==> src/rtl/vid2is_frame_sequencer_if.sv <==
// Video-in / write-buffer signal bundle for the clocked-video-input frame sequencer.
// The sequencer takes the master side; the video source and write buffer take the slave side.
interface vid2is_frame_sequencer_if #(
    parameter int unsigned DATA_WIDTH = 20
);
    logic                  vid_valid;
    logic                  vid_de;
    logic                  vid_v_sync;
    logic                  vid_f;
    logic [DATA_WIDTH-1:0] vid_data;

    logic                  buf_wrreq;
    logic [DATA_WIDTH-1:0] buf_data;
    logic                  buf_packet;
    logic                  buf_convert;
    logic                  buf_hd_sdn;
    logic                  buf_early_eop;

    modport master (
        input  vid_valid, vid_de, vid_v_sync, vid_f, vid_data,
        output buf_wrreq, buf_data, buf_packet, buf_convert, buf_hd_sdn, buf_early_eop
    );

    modport slave (
        output vid_valid, vid_de, vid_v_sync, vid_f, vid_data,
        input  buf_wrreq, buf_data, buf_packet, buf_convert, buf_hd_sdn, buf_early_eop
    );
endinterface

==> src/rtl/vid2is_frame_sequencer.sv <==
// Frames sync-decoded video into Avalon-ST Video packets (control packet, image header, samples)
// and measures field geometry for the next control packet. Buffer-side outputs are registered.
module vid2is_frame_sequencer #(
    parameter int unsigned DATA_WIDTH     = 20,
    parameter int unsigned BPS            = 10,
    parameter int unsigned DEFAULT_WIDTH  = 720,
    parameter int unsigned DEFAULT_HEIGHT = 240
) (
    input  logic                            clk,
    input  logic                            rst,
    input  logic                            enable,
    input  logic                            hd_sdn_cfg,
    vid2is_frame_sequencer_if.master        bus,
    output logic [15:0]                     meas_width,
    output logic [15:0]                     meas_height,
    output logic                            abort_sticky
);

    localparam int unsigned NibW = (BPS < 4) ? BPS : 4;
    localparam logic [15:0] DefWidth  = 16'(DEFAULT_WIDTH);
    localparam logic [15:0] DefHeight = 16'(DEFAULT_HEIGHT);

    typedef enum logic [2:0] {
        StIdle,
        StWaitSof,
        StCtrlHdr,
        StCtrlBody,
        StImgHdr,
        StActive,
        StFlush
    } state_e;

    state_e                state_q, state_d;
    logic [3:0]            body_cnt_q, body_cnt_d;
    logic                  vsync_q;
    logic                  de_q, de_d;
    logic                  f_latched_q, f_latched_d;
    logic                  f_prev_q, f_prev_d;
    logic                  f_seen_q, f_seen_d;
    logic                  f_hist_q, f_hist_d;
    logic                  hd_sdn_q, hd_sdn_d;
    logic                  latch_mode;
    logic [15:0]           sym_cnt_q, sym_cnt_d;
    logic [15:0]           line_cnt_q, line_cnt_d;
    logic [15:0]           line_width_q, line_width_d;
    logic                  par_q, par_d;
    logic [15:0]           meas_width_q, meas_width_d;
    logic [15:0]           meas_height_q, meas_height_d;
    logic                  abort_q, abort_d;
    logic                  wrreq_q, wrreq_d;
    logic [DATA_WIDTH-1:0] data_q, data_d;
    logic                  packet_q, packet_d;
    logic                  eop_q, eop_d;

    logic                  vs_rise;
    logic                  sample;
    logic                  in_hdr;
    logic                  accept;
    logic                  de_fall;
    logic                  intl;
    logic [3:0]            nib;

    function automatic logic [DATA_WIDTH-1:0] hdr_word(input logic [3:0] n);
        logic [DATA_WIDTH-1:0] w;
        w = '0;
        w[NibW-1:0] = n[NibW-1:0];
        return w;
    endfunction

    assign vs_rise = bus.vid_v_sync & ~vsync_q;
    assign sample  = bus.vid_valid & bus.vid_de;
    assign in_hdr  = (state_q == StCtrlHdr) | (state_q == StCtrlBody) | (state_q == StImgHdr);
    // The sample coinciding with the field-start edge belongs to no frame and is dropped.
    assign accept  = (state_q == StActive) & sample & ~vs_rise;
    assign de_fall = (state_q == StActive) & de_q & ~bus.vid_de;
    assign intl    = f_hist_q & (f_latched_q ^ f_prev_q);

    // FSM next state
    always_comb begin
        state_d    = state_q;
        body_cnt_d = body_cnt_q;
        latch_mode = 1'b0;
        case (state_q)
            StIdle: begin
                if (enable) state_d = StWaitSof;
            end
            StWaitSof: begin
                if (!enable) begin
                    state_d = StIdle;
                end else if (vs_rise) begin
                    state_d    = StCtrlHdr;
                    latch_mode = 1'b1;
                end
            end
            StCtrlHdr: begin
                state_d    = StCtrlBody;
                body_cnt_d = 4'd0;
            end
            StCtrlBody: begin
                if (body_cnt_q == 4'd8) state_d = StImgHdr;
                else                    body_cnt_d = body_cnt_q + 4'd1;
            end
            StImgHdr: begin
                state_d = StActive;
            end
            StActive: begin
                if (vs_rise) state_d = StFlush;
            end
            StFlush: begin
                if (enable) begin
                    state_d    = StCtrlHdr;
                    latch_mode = 1'b1;
                end else begin
                    state_d = StIdle;
                end
            end
            default: state_d = StIdle;
        endcase
    end

    // Control-packet nibble sequence: width, height, interlace
    always_comb begin
        nib = 4'h0;
        case (body_cnt_q)
            4'd0:    nib = meas_width_q[15:12];
            4'd1:    nib = meas_width_q[11:8];
            4'd2:    nib = meas_width_q[7:4];
            4'd3:    nib = meas_width_q[3:0];
            4'd4:    nib = meas_height_q[15:12];
            4'd5:    nib = meas_height_q[11:8];
            4'd6:    nib = meas_height_q[7:4];
            4'd7:    nib = meas_height_q[3:0];
            4'd8:    nib = {intl, f_latched_q, 2'b00};
            default: nib = 4'h0;
        endcase
    end

    // Buffer-side outputs, registered below
    always_comb begin
        wrreq_d  = 1'b0;
        data_d   = '0;
        packet_d = 1'b0;
        eop_d    = 1'b0;
        case (state_q)
            StCtrlHdr: begin
                wrreq_d  = 1'b1;
                data_d   = hdr_word(4'hF);
                packet_d = 1'b1;
            end
            StCtrlBody: begin
                wrreq_d = 1'b1;
                data_d  = hdr_word(nib);
            end
            StImgHdr: begin
                wrreq_d  = 1'b1;
                data_d   = hdr_word(4'h0);
                packet_d = 1'b1;
            end
            StActive: begin
                wrreq_d = accept;
                data_d  = bus.vid_data;
            end
            StFlush: begin
                // A lone SD symbol is still half-packed in the buffer and must be pushed out.
                eop_d = ~hd_sdn_q & par_q;
            end
            default: ;
        endcase
    end

    // Geometry measurement, field history, mode latch and abort flag
    always_comb begin
        sym_cnt_d     = sym_cnt_q;
        line_cnt_d    = line_cnt_q;
        line_width_d  = line_width_q;
        par_d         = par_q;
        meas_width_d  = meas_width_q;
        meas_height_d = meas_height_q;
        f_latched_d   = f_latched_q;
        f_prev_d      = f_prev_q;
        f_seen_d      = f_seen_q;
        f_hist_d      = f_hist_q;
        hd_sdn_d      = latch_mode ? hd_sdn_cfg : hd_sdn_q;
        abort_d       = abort_q | (in_hdr & sample);
        de_d          = (state_q == StActive) & bus.vid_de;

        if (state_q == StFlush) begin
            if (line_cnt_q != 16'd0) begin
                meas_width_d  = line_width_q;
                meas_height_d = line_cnt_q;
            end
            line_cnt_d = 16'd0;
            sym_cnt_d  = 16'd0;
            par_d      = 1'b0;
        end else begin
            if (accept) begin
                sym_cnt_d = (sym_cnt_q == 16'hFFFF) ? sym_cnt_q : sym_cnt_q + 16'd1;
                par_d     = ~par_q;
            end
            if (de_fall) begin
                line_cnt_d   = (line_cnt_q == 16'hFFFF) ? line_cnt_q : line_cnt_q + 16'd1;
                line_width_d = hd_sdn_q ? sym_cnt_q : (sym_cnt_q >> 1);
                sym_cnt_d    = 16'd0;
            end
        end

        if (vs_rise) begin
            f_prev_d    = f_latched_q;
            f_latched_d = bus.vid_f;
            f_hist_d    = f_seen_q;
            f_seen_d    = 1'b1;
        end
    end

    always_ff @(posedge clk or posedge rst) begin
        if (rst) begin
            state_q       <= StIdle;
            body_cnt_q    <= 4'd0;
            vsync_q       <= 1'b0;
            de_q          <= 1'b0;
            f_latched_q   <= 1'b0;
            f_prev_q      <= 1'b0;
            f_seen_q      <= 1'b0;
            f_hist_q      <= 1'b0;
            hd_sdn_q      <= 1'b0;
            sym_cnt_q     <= 16'd0;
            line_cnt_q    <= 16'd0;
            line_width_q  <= 16'd0;
            par_q         <= 1'b0;
            meas_width_q  <= DefWidth;
            meas_height_q <= DefHeight;
            abort_q       <= 1'b0;
            wrreq_q       <= 1'b0;
            data_q        <= '0;
            packet_q      <= 1'b0;
            eop_q         <= 1'b0;
        end else begin
            state_q       <= state_d;
            body_cnt_q    <= body_cnt_d;
            vsync_q       <= bus.vid_v_sync;
            de_q          <= de_d;
            f_latched_q   <= f_latched_d;
            f_prev_q      <= f_prev_d;
            f_seen_q      <= f_seen_d;
            f_hist_q      <= f_hist_d;
            hd_sdn_q      <= hd_sdn_d;
            sym_cnt_q     <= sym_cnt_d;
            line_cnt_q    <= line_cnt_d;
            line_width_q  <= line_width_d;
            par_q         <= par_d;
            meas_width_q  <= meas_width_d;
            meas_height_q <= meas_height_d;
            abort_q       <= abort_d;
            wrreq_q       <= wrreq_d;
            data_q        <= data_d;
            packet_q      <= packet_d;
            eop_q         <= eop_d;
        end
    end

    assign bus.buf_wrreq     = wrreq_q;
    assign bus.buf_data      = data_q;
    assign bus.buf_packet    = packet_q;
    assign bus.buf_early_eop = eop_q;
    assign bus.buf_hd_sdn    = hd_sdn_q;
    assign bus.buf_convert   = (state_q != StIdle) & ~hd_sdn_q;
    assign meas_width        = meas_width_q;
    assign meas_height       = meas_height_q;
    assign abort_sticky      = abort_q;

endmodule
==> src/flat_wrapper.sv <==
// flat-port wrapper written by rule: the top's interface ports become plain ports
module vid2is_frame_sequencer_flat 
#(
    parameter int unsigned DATA_WIDTH     = 20,
    parameter int unsigned BPS            = 10,
    parameter int unsigned DEFAULT_WIDTH  = 720,
    parameter int unsigned DEFAULT_HEIGHT = 240
)
  (clk, rst, enable, hd_sdn_cfg, meas_width, meas_height, abort_sticky, bus_vid_valid, bus_vid_de, bus_vid_v_sync, bus_vid_f, bus_vid_data, bus_buf_wrreq, bus_buf_data, bus_buf_packet, bus_buf_convert, bus_buf_hd_sdn, bus_buf_early_eop);
  vid2is_frame_sequencer_if #(.DATA_WIDTH(DATA_WIDTH)) bus_i ();
  input  logic clk;
  input  logic rst;
  input  logic enable;
  input  logic hd_sdn_cfg;
  output logic [15:0] meas_width;
  output logic [15:0] meas_height;
  output logic abort_sticky;
  input wire logic [$bits(bus_i.vid_valid)-1:0] bus_vid_valid;
  input wire logic [$bits(bus_i.vid_de)-1:0] bus_vid_de;
  input wire logic [$bits(bus_i.vid_v_sync)-1:0] bus_vid_v_sync;
  input wire logic [$bits(bus_i.vid_f)-1:0] bus_vid_f;
  input wire logic [$bits(bus_i.vid_data)-1:0] bus_vid_data;
  output wire logic [$bits(bus_i.buf_wrreq)-1:0] bus_buf_wrreq;
  output wire logic [$bits(bus_i.buf_data)-1:0] bus_buf_data;
  output wire logic [$bits(bus_i.buf_packet)-1:0] bus_buf_packet;
  output wire logic [$bits(bus_i.buf_convert)-1:0] bus_buf_convert;
  output wire logic [$bits(bus_i.buf_hd_sdn)-1:0] bus_buf_hd_sdn;
  output wire logic [$bits(bus_i.buf_early_eop)-1:0] bus_buf_early_eop;
  assign bus_i.vid_valid = bus_vid_valid;
  assign bus_i.vid_de = bus_vid_de;
  assign bus_i.vid_v_sync = bus_vid_v_sync;
  assign bus_i.vid_f = bus_vid_f;
  assign bus_i.vid_data = bus_vid_data;
  assign bus_buf_wrreq = bus_i.buf_wrreq;
  assign bus_buf_data = bus_i.buf_data;
  assign bus_buf_packet = bus_i.buf_packet;
  assign bus_buf_convert = bus_i.buf_convert;
  assign bus_buf_hd_sdn = bus_i.buf_hd_sdn;
  assign bus_buf_early_eop = bus_i.buf_early_eop;
  vid2is_frame_sequencer #(.DATA_WIDTH(DATA_WIDTH), .BPS(BPS), .DEFAULT_WIDTH(DEFAULT_WIDTH), .DEFAULT_HEIGHT(DEFAULT_HEIGHT)) u_core (.clk(clk), .rst(rst), .enable(enable), .hd_sdn_cfg(hd_sdn_cfg), .bus(bus_i), .meas_width(meas_width), .meas_height(meas_height), .abort_sticky(abort_sticky));
endmodule
==> config.mk <==
export PLATFORM = sky130hd
export DESIGN_NAME = vid2is_frame_sequencer_flat
export DESIGN_NICKNAME = d
export VERILOG_FILES = /design/src/rtl/vid2is_frame_sequencer_if.sv /design/src/rtl/vid2is_frame_sequencer.sv /design/src/flat_wrapper.sv
export SDC_FILE = /design/constraint.sdc
export NUM_CORES = 1
export LEC_CHECK = 0
export CORE_AREA = 2 2 123 113
export DETAILED_ROUTE_END_ITERATION = 8
export DIE_AREA = 0 0 125 115
export PLACE_DENSITY = 0.74
export SYNTH_ARGS = -nofsm -noshare
export SYNTH_HDL_FRONTEND = slang
export SYNTH_SLANG_ARGS = --single-unit
==> constraint.sdc <==
create_clock -name clk -period 8.2 [get_ports clk]
set_input_delay 2.05 -clock clk [delete_from_list [all_inputs] [get_ports clk]]
set_output_delay 2.05 -clock clk [all_outputs]
set_load 0.02 [all_outputs]
==> qor.yml <==
cts:
  cts-buffers-inserted: 17
  clkTransAtPathRegs_ns: 0.05
  cts-htree-levels: 4
  cts_setup_buffers: 0
  cts_root_buffer: "clkbuf_16"
  post_cts_resized: 0
  clock-sinks: 119
  cts_buffer_depth: 2
  cts_tree: "done"
  clock_latency_ns: 0.41
  cts_hold_repair.buffers: 0
cells_and_area:
  drive_gt1_frac: 0.146
  final_cell_area_mm2: 0.00729
  finalNonFillerCells: 783
  area_delta_synth_final_pct: 26.9
  diodes: 0
  layout.nets: 638
logic_synthesis:
  synth_top_area_frac: 0.483
  synthCells: 527
  synth_simple_gate_area_frac: 0.184
  seq_area_frac_synth: 0.520
  synth_cell_types: 58
  ys.flop_type: "dfrtp_1"
  synth_edf_count: 0
  yosys-top-cells-area: "dfrtp_1 48%, mux2_2 6.7%, mux2i_1 5.0%, nand2_1 3.7%, dfstp_2 3.7%"
  synthMuxAreaShare: 0.121
  syn_nets: 562
  synth_top_family_by_area: "simple AND/OR/NAND/NOR gates"
  synth_compound_area_frac: 0.125
  synth-xor-area-share: 0.00457
  yosysMostFrequentCell: "dfrtp_1"
  synth_seq_cells: 119
  ys_async_sr_fraction: 1.00
  synth_commonest_cells: "111 x dfrtp_1, 57 x nand2_1, 34 x mux2_2"
  synth-adder-area-share: 0.0152
  yosysTopAreaCell: "dfrtp_1"
  ys_warn_count: 0
  syn_avg_cell_area_um2: 10.9
  syn_area_mm2: 0.00575
place:
  dp_hpwl_mm: 9.59
  placed_area_mm2: 0.00671
  dp.cells: 752
  place_congestion: 0.912
  portBuffers: 85
grt:
  grt.total_usage: 0.208
  overflow: 0
  antenna_found_initial: 0
  grt_max_degree: 83
  grt_pass1_vias: 4478
  grt_pass1_wl_mm: 23.6
critical_path:
  path_buf_inv: 1
  critPathCaptureType: "output pin"
  cp-start-kind: "flip-flop"
  critical_path.max_stage_delay_ns: 0.98
  critPathMaxFanout: 20
  critPathKind: "reg2out"
  path_delay_family: "flip-flops"
  path_cells: "clkdlybuf4s50_1"
  worstPathRequired_ns: 6.15
  crit_arrival_ns: 2.15
  cp_slowest_cell: "dfrtp_1"
detailed_routing:
  routed.top_layer: "met4"
  postRouteAntennaNets: 0
  wl_met1_mm: 6.20
  drc: 0
  first_pass_iters: 5
  avgViaCountPerCell: 5.72
  wl_per_cell_um: 18.3
  dr_wl_met2_mm: 6.91
  wl_mm: 14.3
  drtIter0Drc: 432
  wl_met3_um: 931
  vias: 4475
power:
  power.internal_uw: 1450
  p_sw_uw: 705
  p_seq_frac: 0.397
  total_power_uw: 2160
  switching_share: 0.327
  comb_power_share: 0.259
  vdd_drop_max_mv: 0.138
  power_density_mw_per_mm2: 296
  clkPwrFrac: 0.344
  power_leakage_uw: 0.00312
timing:
  finalHoldViolCount: 0
  setup_violations: 0
  slew_violations: 0
  rsz0062_at_grt: "false"
  finalSetupTns_ns: 0
  fmax_ghz: 0.238
  relSlewSlack: 0.309
  tightestPinTransition_ns: 1.04
  period_needed_ns: 4.20
  post-route-period-util: 0.512
  fin_skew_ns: 0.00997
run_status:
  status: "complete, no violations"
min_path:
  hp-class: "reg2reg"
floorplanning:
  io_pins: 86
  row_count: 40
  dieArea_mm2: 0.0144
  die_h_um: 115
  die_w_um: 125
  coreArea_mm2: 0.0131
  start_util: 0.438
job:
  drv_cap: 0
## flip-flops by register name, indices dropped and copies added (netlist names), 3 cells and up
name / flops
u_core.line_cnt_q: 16
u_core.meas_height: 16
u_core.sym_cnt_q: 16
u_core.line_width_q: 16
u_core.bus.buf_data: 20
u_core.body_cnt_q: 4
u_core.meas_width: 16
u_core.state_q: 3
## power groups by stage
stage / sequential [µW] / clock (µW) / combinational, µW
2_1_floorplan: 854 / 0 / 322
3_3_place_gp: 858 / 0 / 542
3_5_place_dp: 863 / 0 / 554
4_1_cts: 855 / 752 / 559
5_1_grt: 878 / 782 / 603
6_report: 858 / 743 / 558
## routing by layer
| layer | vias to the layer above | GRT usage |
|---|---|---|
| met3 | 26 | 0.0507 |
| met4 | 0 | 0.0785 |
| li1 | 2094 | - |
| met1 | 2176 | 0.275 |
| met2 | 179 | 0.338 |
| met5 | - | 0 |
## worst paths after layout
kind / endpoint / cells past startpoint / start / slack, ns
min reg2reg: u_core.f_seen_q / 1 / u_core.f_seen_q / 0.47
max reg2reg: u_core.meas_width[14] / 4 / u_core.state_q[2] / 5.29
min: u_core.f_seen_q / 1 / u_core.f_seen_q / 0.47
max in group asynchronous: u_core.sym_cnt_q[2] / 3 / rst / 4.79
max: bus_buf_hd_sdn / 1 / u_core.bus.buf_hd_sdn / 4.00
min in group asynchronous: u_core.meas_height[15] / 2 / rst / 2.01
## placed cells by master, fill, tap and decap left out, types with 5 or more instances in the layout
master and instances:
or2_2 7, and2_1 19, nor3_1 10, o311ai_0 5, a211oi_1 8, nor2_1 11, mux2_2 34, a22o_1 6
ha_1 7, dfrtp_1 111, clkinv_2 6, o41ai_1 6, or4_1 9, nand4_1 7, nand3_1 14, clkbuf_16 17
nand2_1 57, nor4_1 5, inv_1 11, dfstp_2 8, a21oi_1 21, clkdlybuf4s50_1 85, mux2i_1 29, o21ai_0 29
nand2b_1 10, o31ai_1 9
## kinds of logic after synthesis
kind of cell | after synthesis
xor gates and xnor gates | 3
adders and majority gates | 7
and+or+nand+nor | 183
buffers and inverters | 43
muxes | 65
DFF | 119
AOI/OAI and AO/OA | 107
## per-stage QoR
| stage | hold slack (ns) | utilization | setup WS, ns |
|---|---|---|---|
| after detailed placement | 0.451 | 0.511 | 4.16 |
| after floorplan | 0.430 | - | 3.01 |
| final | 0.469 | 0.556 | 4.00 |
| after global placement | 0.445 | 0.511 | 4.25 |
| after global routing | 0.492 | 0.556 | 3.87 |
| after CTS | 0.468 | 0.556 | 3.95 |
## final cells by class
cell class                      count  area [µm²]
Fill cell                        1127        5820
Tap cell                          168         210
Inverter                           12        47.5
Clock inverter                     10         128
Clock buffer                       21         460
Sequential cell                   119        2990
Timing Repair Buffer               88         873
Multi-Input combinational cell    365        2590
Note: power is estimated with default switching activity, not from simulation.
